[config.mk]
export PLATFORM = sky130hd
export DESIGN_NAME = i2c_slave_sequencer
export DESIGN_NICKNAME = d
export VERILOG_FILES = /design/src/rtl/i2c_slave_sequencer.sv
export SDC_FILE = /design/constraint.sdc
export NUM_CORES = 1
export LEC_CHECK = 0
export BUFFER_PORTS_ARGS = -buffer_cell sky130_fd_sc_hd__buf_4
export CORE_ASPECT_RATIO = 0.8
export CORE_MARGIN = 4
export CORE_UTILIZATION = 59
export CTS_BUF_LIST = sky130_fd_sc_hd__clkbuf_8
export CTS_CLUSTER_DIAMETER = 40
export DETAILED_ROUTE_END_ITERATION = 10
export GPL_ROUTABILITY_DRIVEN = 1
export MAX_ROUTING_LAYER = met4
export PLACE_DENSITY = 0.8
export SETUP_SLACK_MARGIN = 0.1
export SLEW_MARGIN = 0
export SYNTH_ARGS = -nofsm -noshare
export SYNTH_HDL_FRONTEND = slang
export SYNTH_SLANG_ARGS = --single-unit
[constraint.sdc]
create_clock -name clk -period 2.6 [get_ports clk]
set_input_delay 0 -clock clk [delete_from_list [all_inputs] [get_ports clk]]
set_output_delay 0 -clock clk [all_outputs]
set_load 0.005 [all_outputs]
[src/rtl/i2c_slave_sequencer.sv]
// I2C slave sequencer: oversamples SCL/SDA on clk, decodes START/STOP,
// walks the slave byte protocol and exposes a single-port register-bank
// interface (reg_addr, wr_data/wr_en, rd_data/rd_en).
//
// state           | meaning
// ----------------+--------------------------------------------------
// IDLE        (0) | bus passive, waiting for START
// START       (1) | START seen, waiting for first SCL fall
// DEVICE_ADDR (2) | shifting in 7 address bits
// READ_OR_WRITE(3)| sampling R/W bit, address compare on SCL fall
// ADDR_ACK    (4) | driving ACK for our address
// REG_ADDR    (5) | shifting in register pointer
// REG_ACK     (6) | driving ACK for pointer byte
// WRITE       (7) | shifting in data byte
// WRITE_ACK   (8) | driving ACK for data byte
// READ        (9) | shifting data byte out on SDA
// READ_ACK   (10) | sampling master ACK/NACK
// STOP       (11) | STOP seen, one clk before IDLE

`timescale 1ns/1ps

module i2c_slave_sequencer #(
    parameter logic [6:0] DEV_ADDR  = 7'h4A,
    parameter logic [7:0] RESET_PTR = 8'h00
) (
    input  logic       clk,
    input  logic       rst,
    input  logic       ena,
    input  logic       scl_in,
    input  logic       sda_in,
    output logic       sda_out,
    output logic       sda_ena,
    output logic [4:0] state,
    output logic [7:0] reg_addr,
    output logic [7:0] wr_data,
    output logic       wr_en,
    input  logic [7:0] rd_data,
    output logic       rd_en,
    output logic       busy
);

    typedef enum logic [4:0] {
        S_IDLE          = 5'd0,
        S_START         = 5'd1,
        S_DEVICE_ADDR   = 5'd2,
        S_READ_OR_WRITE = 5'd3,
        S_ADDR_ACK      = 5'd4,
        S_REG_ADDR      = 5'd5,
        S_REG_ACK       = 5'd6,
        S_WRITE         = 5'd7,
        S_WRITE_ACK     = 5'd8,
        S_READ          = 5'd9,
        S_READ_ACK      = 5'd10,
        S_STOP          = 5'd11
    } state_t;

    state_t     st;
    logic       scl_s1, scl_s2, scl_d;
    logic       sda_s1, sda_s2, sda_d;
    logic       scl_rise, scl_fall, start_det, stop_det;
    logic [7:0] sh;
    logic [3:0] bit_cnt;
    logic       rw;
    logic       ack_n;

    // Two-flop synchronizers plus one delay stage for edge detection
    always_ff @(posedge clk) begin
        if (rst) begin
            scl_s1 <= 1'b1;
            scl_s2 <= 1'b1;
            scl_d  <= 1'b1;
            sda_s1 <= 1'b1;
            sda_s2 <= 1'b1;
            sda_d  <= 1'b1;
        end else begin
            scl_s1 <= scl_in;
            scl_s2 <= scl_s1;
            scl_d  <= scl_s2;
            sda_s1 <= sda_in;
            sda_s2 <= sda_s1;
            sda_d  <= sda_s2;
        end
    end

    assign scl_rise  =  scl_s2 & ~scl_d;
    assign scl_fall  = ~scl_s2 &  scl_d;
    assign start_det = ~sda_s2 &  sda_d & scl_s2;
    assign stop_det  =  sda_s2 & ~sda_d & scl_s2;

    // Protocol sequencer; all outputs registered here
    always_ff @(posedge clk) begin
        if (rst) begin
            st       <= S_IDLE;
            sda_ena  <= 1'b0;
            reg_addr <= RESET_PTR;
            wr_data  <= 8'h00;
            wr_en    <= 1'b0;
            rd_en    <= 1'b0;
            sh       <= 8'h00;
            bit_cnt  <= 4'd0;
            rw       <= 1'b0;
            ack_n    <= 1'b1;
        end else begin
            wr_en <= 1'b0;
            rd_en <= 1'b0;
            if (!ena) begin
                st      <= S_IDLE;
                sda_ena <= 1'b0;
                bit_cnt <= 4'd0;
            end else if (start_det) begin
                st      <= S_START;
                sda_ena <= 1'b0;
                bit_cnt <= 4'd0;
            end else if (stop_det && st != S_IDLE) begin
                st      <= S_STOP;
                sda_ena <= 1'b0;
            end else if (st == S_STOP) begin
                st <= S_IDLE;
            end else if (scl_rise) begin
                case (st)
                    S_DEVICE_ADDR, S_REG_ADDR, S_WRITE: begin
                        sh      <= {sh[6:0], sda_s2};
                        bit_cnt <= bit_cnt + 4'd1;
                    end
                    S_READ_OR_WRITE: begin
                        rw      <= sda_s2;
                        bit_cnt <= bit_cnt + 4'd1;
                    end
                    S_READ: bit_cnt <= bit_cnt + 4'd1;
                    S_READ_ACK: begin
                        ack_n <= sda_s2;
                        // Advance the pointer already on the ACK rise so the
                        // combinational rd_data reflects the next register by
                        // the time it is captured on the following SCL fall.
                        if (!sda_s2)
                            reg_addr <= reg_addr + 8'd1;
                    end
                    default: ;
                endcase
            end else if (scl_fall) begin
                case (st)
                    S_START: begin
                        st      <= S_DEVICE_ADDR;
                        bit_cnt <= 4'd0;
                    end
                    S_DEVICE_ADDR: begin
                        if (bit_cnt == 4'd7)
                            st <= S_READ_OR_WRITE;
                    end
                    S_READ_OR_WRITE: begin
                        if (sh[6:0] == DEV_ADDR) begin
                            st      <= S_ADDR_ACK;
                            sda_ena <= 1'b1;
                        end else begin
                            st <= S_IDLE;
                        end
                    end
                    S_ADDR_ACK: begin
                        bit_cnt <= 4'd0;
                        if (!rw) begin
                            st      <= S_REG_ADDR;
                            sda_ena <= 1'b0;
                        end else begin
                            rd_en   <= 1'b1;
                            sh      <= rd_data;
                            st      <= S_READ;
                            sda_ena <= ~rd_data[7];
                        end
                    end
                    S_REG_ADDR: begin
                        if (bit_cnt == 4'd8) begin
                            reg_addr <= sh;
                            st       <= S_REG_ACK;
                            sda_ena  <= 1'b1;
                        end
                    end
                    S_REG_ACK: begin
                        st      <= S_WRITE;
                        sda_ena <= 1'b0;
                        bit_cnt <= 4'd0;
                    end
                    S_WRITE: begin
                        if (bit_cnt == 4'd8) begin
                            wr_data <= sh;
                            wr_en   <= 1'b1;
                            st      <= S_WRITE_ACK;
                            sda_ena <= 1'b1;
                        end
                    end
                    S_WRITE_ACK: begin
                        reg_addr <= reg_addr + 8'd1;
                        st       <= S_WRITE;
                        sda_ena  <= 1'b0;
                        bit_cnt  <= 4'd0;
                    end
                    S_READ: begin
                        if (bit_cnt == 4'd8) begin
                            st      <= S_READ_ACK;
                            sda_ena <= 1'b0;
                        end else begin
                            sh      <= {sh[6:0], 1'b0};
                            sda_ena <= ~sh[6];
                        end
                    end
                    S_READ_ACK: begin
                        bit_cnt <= 4'd0;
                        if (!ack_n) begin
                            rd_en   <= 1'b1;
                            sh      <= rd_data;
                            st      <= S_READ;
                            sda_ena <= ~rd_data[7];
                        end else begin
                            st      <= S_IDLE;
                            sda_ena <= 1'b0;
                        end
                    end
                    default: ;
                endcase
            end
        end
    end

    // Open drain: only the enable toggles, the driven value is always low
    assign sda_out = 1'b0;
    assign state   = st;
    assign busy    = (st != S_IDLE);

endmodule

==> results.toml <==
[pwr]
ir_drop_mv = 0.312
power.density_nw_per_um2 = 369
finalPower_mw = 1.20
p_leak_nw = 1.21

[setup_path]
start_kind = "flip-flop"
worst_setup_path_end_kind = "flip-flop"
cp_data_arrival_time_ns = 2.51
path_cells = "buf_4 > o21ai_0 > a221oi_1 > nor4_1 > nor3_1"
ff2ff_setup_slack_ns = 0.30
cp_slowest_cell = "a221oi_1"
cp_slowest_stage_delay_ns = 0.84
crit_required_ns = 2.82
cp_max_fo = 22
path_class = "flip-flop to flip-flop"

[cts]
cts_num_sinks = 43
root_buffer = "clkbuf_8"
clkLatencyLatePin_ns = 0.30
clockBufferDepth = 2
cts_tree = "done"
htreeDepth = 2
cts_buffers = 5
clkTransAtPathRegs_ns = 0.08
post_cts_buffers = 0

[drt]
drt_iter0_drc = 406
wire_per_inst_um = 18.0
ant_nets = 0
num_vias = 2889
post-route-drc-count = 0
drt_wl_total_um = 7800
avgViaCountPerCell = 6.67
dr.pass1.iters = 6

[global_routing]
grt-ovfl-total = 0
grt_pass1_wl_um = 13000
antenna_found_initial = 0
grt_pass1_vias = 2645
grt_max_degree = 34
grt_usage_pct = 27.7

[outcome]
status = "finished clean"

[floorplan]
coreArea_um2 = 4340
io_pins = 39
fp.dieW_um = 84.3
die_y_um = 69.1
initial_core_util_pct = 63.4
dieArea_um2 = 5820
num_rows = 21

[logic_synthesis]
yosysWarnings = 0
synth_common_cells = "dfxtp_1, a21oi_1, nor2_1, clkbuf_1, nor3_1"
synth_top_flop_cell = "dfxtp_1"
synth_area_um2 = 2750
synth_most_common_cell = "dfxtp_1"
avgSynthCellArea_um2 = 8.13
ys_ff_latch = 43
synthDistinctLibCells = 58
synth_edf_count = 0
async_flop_share_pct = 0
synth_top_area_share_pct = 31.3
ys_seq_area_share_pct = 31.3
synth_top_cell_by_area = "dfxtp_1"
yosys-top-cells-area = "dfxtp_1, mux2i_1, a21oi_1"
syn_inst = 338

[hold_path]
hold_class = "primary input to flip-flop"

[sta]
max_freq_ghz = 0.435
slew_headroom_pct = 34.5
hold_viol = 0
worst_slack_ns = 0.302
rsz0062_at_grt = "false"
maxSlewViolCount = 0
finClkSkew_ns = 0.00935
tns_ns = 0
period_minus_slack_ns = 2.30
tightest_slew_ns = 0.982
holdWs_ns = 0.0709
post-route-period-util_pct = 88.4
setup_viol = 0

[final_layout]
ff_latch_area_um2 = 862
stdcell_count = 433
layout.nets = 393
n_fill_cell = 342
drive_above_1_share_pct = 22.1
antenna_cells = 0
multi_input_area_um2 = 1760
area_delta_synth_final_pct = 18.1

[placed_design]
place_congestion = 1.00
portBuffers = 36
dp_slack_ns = 0.150
place_inst = 423
hpwlAfterDp_um = 5590

[job]
cap_violations = 0
-- flip-flops by register name, summed over array words and instances, names as in the netlist --
register / cells
ack_n: 1
scl_s2: 1
scl_s1: 1
sda_s2: 1
scl_d: 1
state: 4
sda_s1: 1
wr_en: 1
bit_cnt: 4
sh: 8
reg_addr: 8
wr_data: 8
sda_d: 1
rw: 1
rd_en: 1
sda_ena: 1
-- routing by layer --
metal  up-vias  track usage, %  wire length [um]
met5         -               -                 0
met4         0            7.32                80
met3        11            6.31               799
met2       164            39.0              3410
met1      1363            39.7              3510
li1       1351               -                 -
-- worst paths after layout --
check	startpoint	end	cells past startpoint
worst max-delay path	state[1]	sh[5]	5
worst min-delay path	rd_data[7]	sda_ena	4
worst max register to register	state[1]	sh[5]	5
worst min register to register	scl_s1	scl_s2	1
-- stage by stage --
stage	cell area, um^2	utilization, %
floorplan	2750	-
global placement	3120	71.9
detailed placement	3120	71.9
CTS	3220	74.4
global route	3250	74.9
finish	3250	74.9
-- layout make-up --
type	count	share of cell area, %
Multi-Input combinational cell	257	54.1
Sequential cell	43	26.6
Timing Repair Buffer	56	13.1
Tap cell	57	2.20
Clock buffer	5	2.12
Inverter	12	1.39
Clock inverter	3	0.501
-- cells by family (layout without fill, tap and decap cells) --
group / after synthesis / count (layout) / synth area share [%]
buffers and inverters: 39 / 76 / 5.87
and+or+nand+nor: 137 / 137 / 29.4
AOI/OAI and AO/OA: 93 / 93 / 23.4
other: 1 / 2 / 0.136
adders and majority gates: 5 / 5 / 2.28
xor gates and xnor gates: 1 / 1 / 0.319
muxes: 19 / 19 / 7.24
DFF: 43 / 43 / 31.3
-- placed cells by master (no fill, tap or decap), types with 5 or more instances in the layout --
| master | instances |
|---|---|
| buf_4 | 54 |
| nor3_1 | 17 |
| o31ai_1 | 8 |
| nor2b_1 | 10 |
| and3_1 | 6 |
| nand2b_1 | 8 |
| nand2_1 | 11 |
| o311ai_0 | 5 |
| nor4_1 | 12 |
| inv_1 | 12 |
| nor3b_1 | 6 |
| dfxtp_1 | 42 |
| nand3_1 | 9 |
| clkbuf_8 | 5 |
| a31oi_1 | 14 |
| a21oi_1 | 23 |
| o21ai_0 | 13 |
| mux2_2 | 7 |
| nor2_1 | 23 |
| or2_2 | 6 |
| ha_1 | 5 |
| mux2i_1 | 12 |
-- power by group --
group / leakage (nW) / switching [mW] / total, mW / internal [mW]
Sequential: 0.347 / 0.00516 / 0.667 / 0.662
Combinational: 0.822 / 0.0598 / 0.105 / 0.0450
Clock: 0.0453 / 0.240 / 0.424 / 0.184
-- critical path, delay by kind of cell, from the launching register on --
kind | cells | cell delay (ns)
AND/OR/NAND/NOR | 2 | 0.33
buffers and inverters | 1 | 0.33
flip-flops | 1 | 0.56
AO/OA/AOI/OAI | 2 | 1.00
-- timing repair --
item	in CTS	in global routing
endpoints found under the hold margin	2	0
gates resized for setup	0	4
setup endpoints to repair	0	15
hold buffers	2	0
Power figures use the tool's default switching activity.
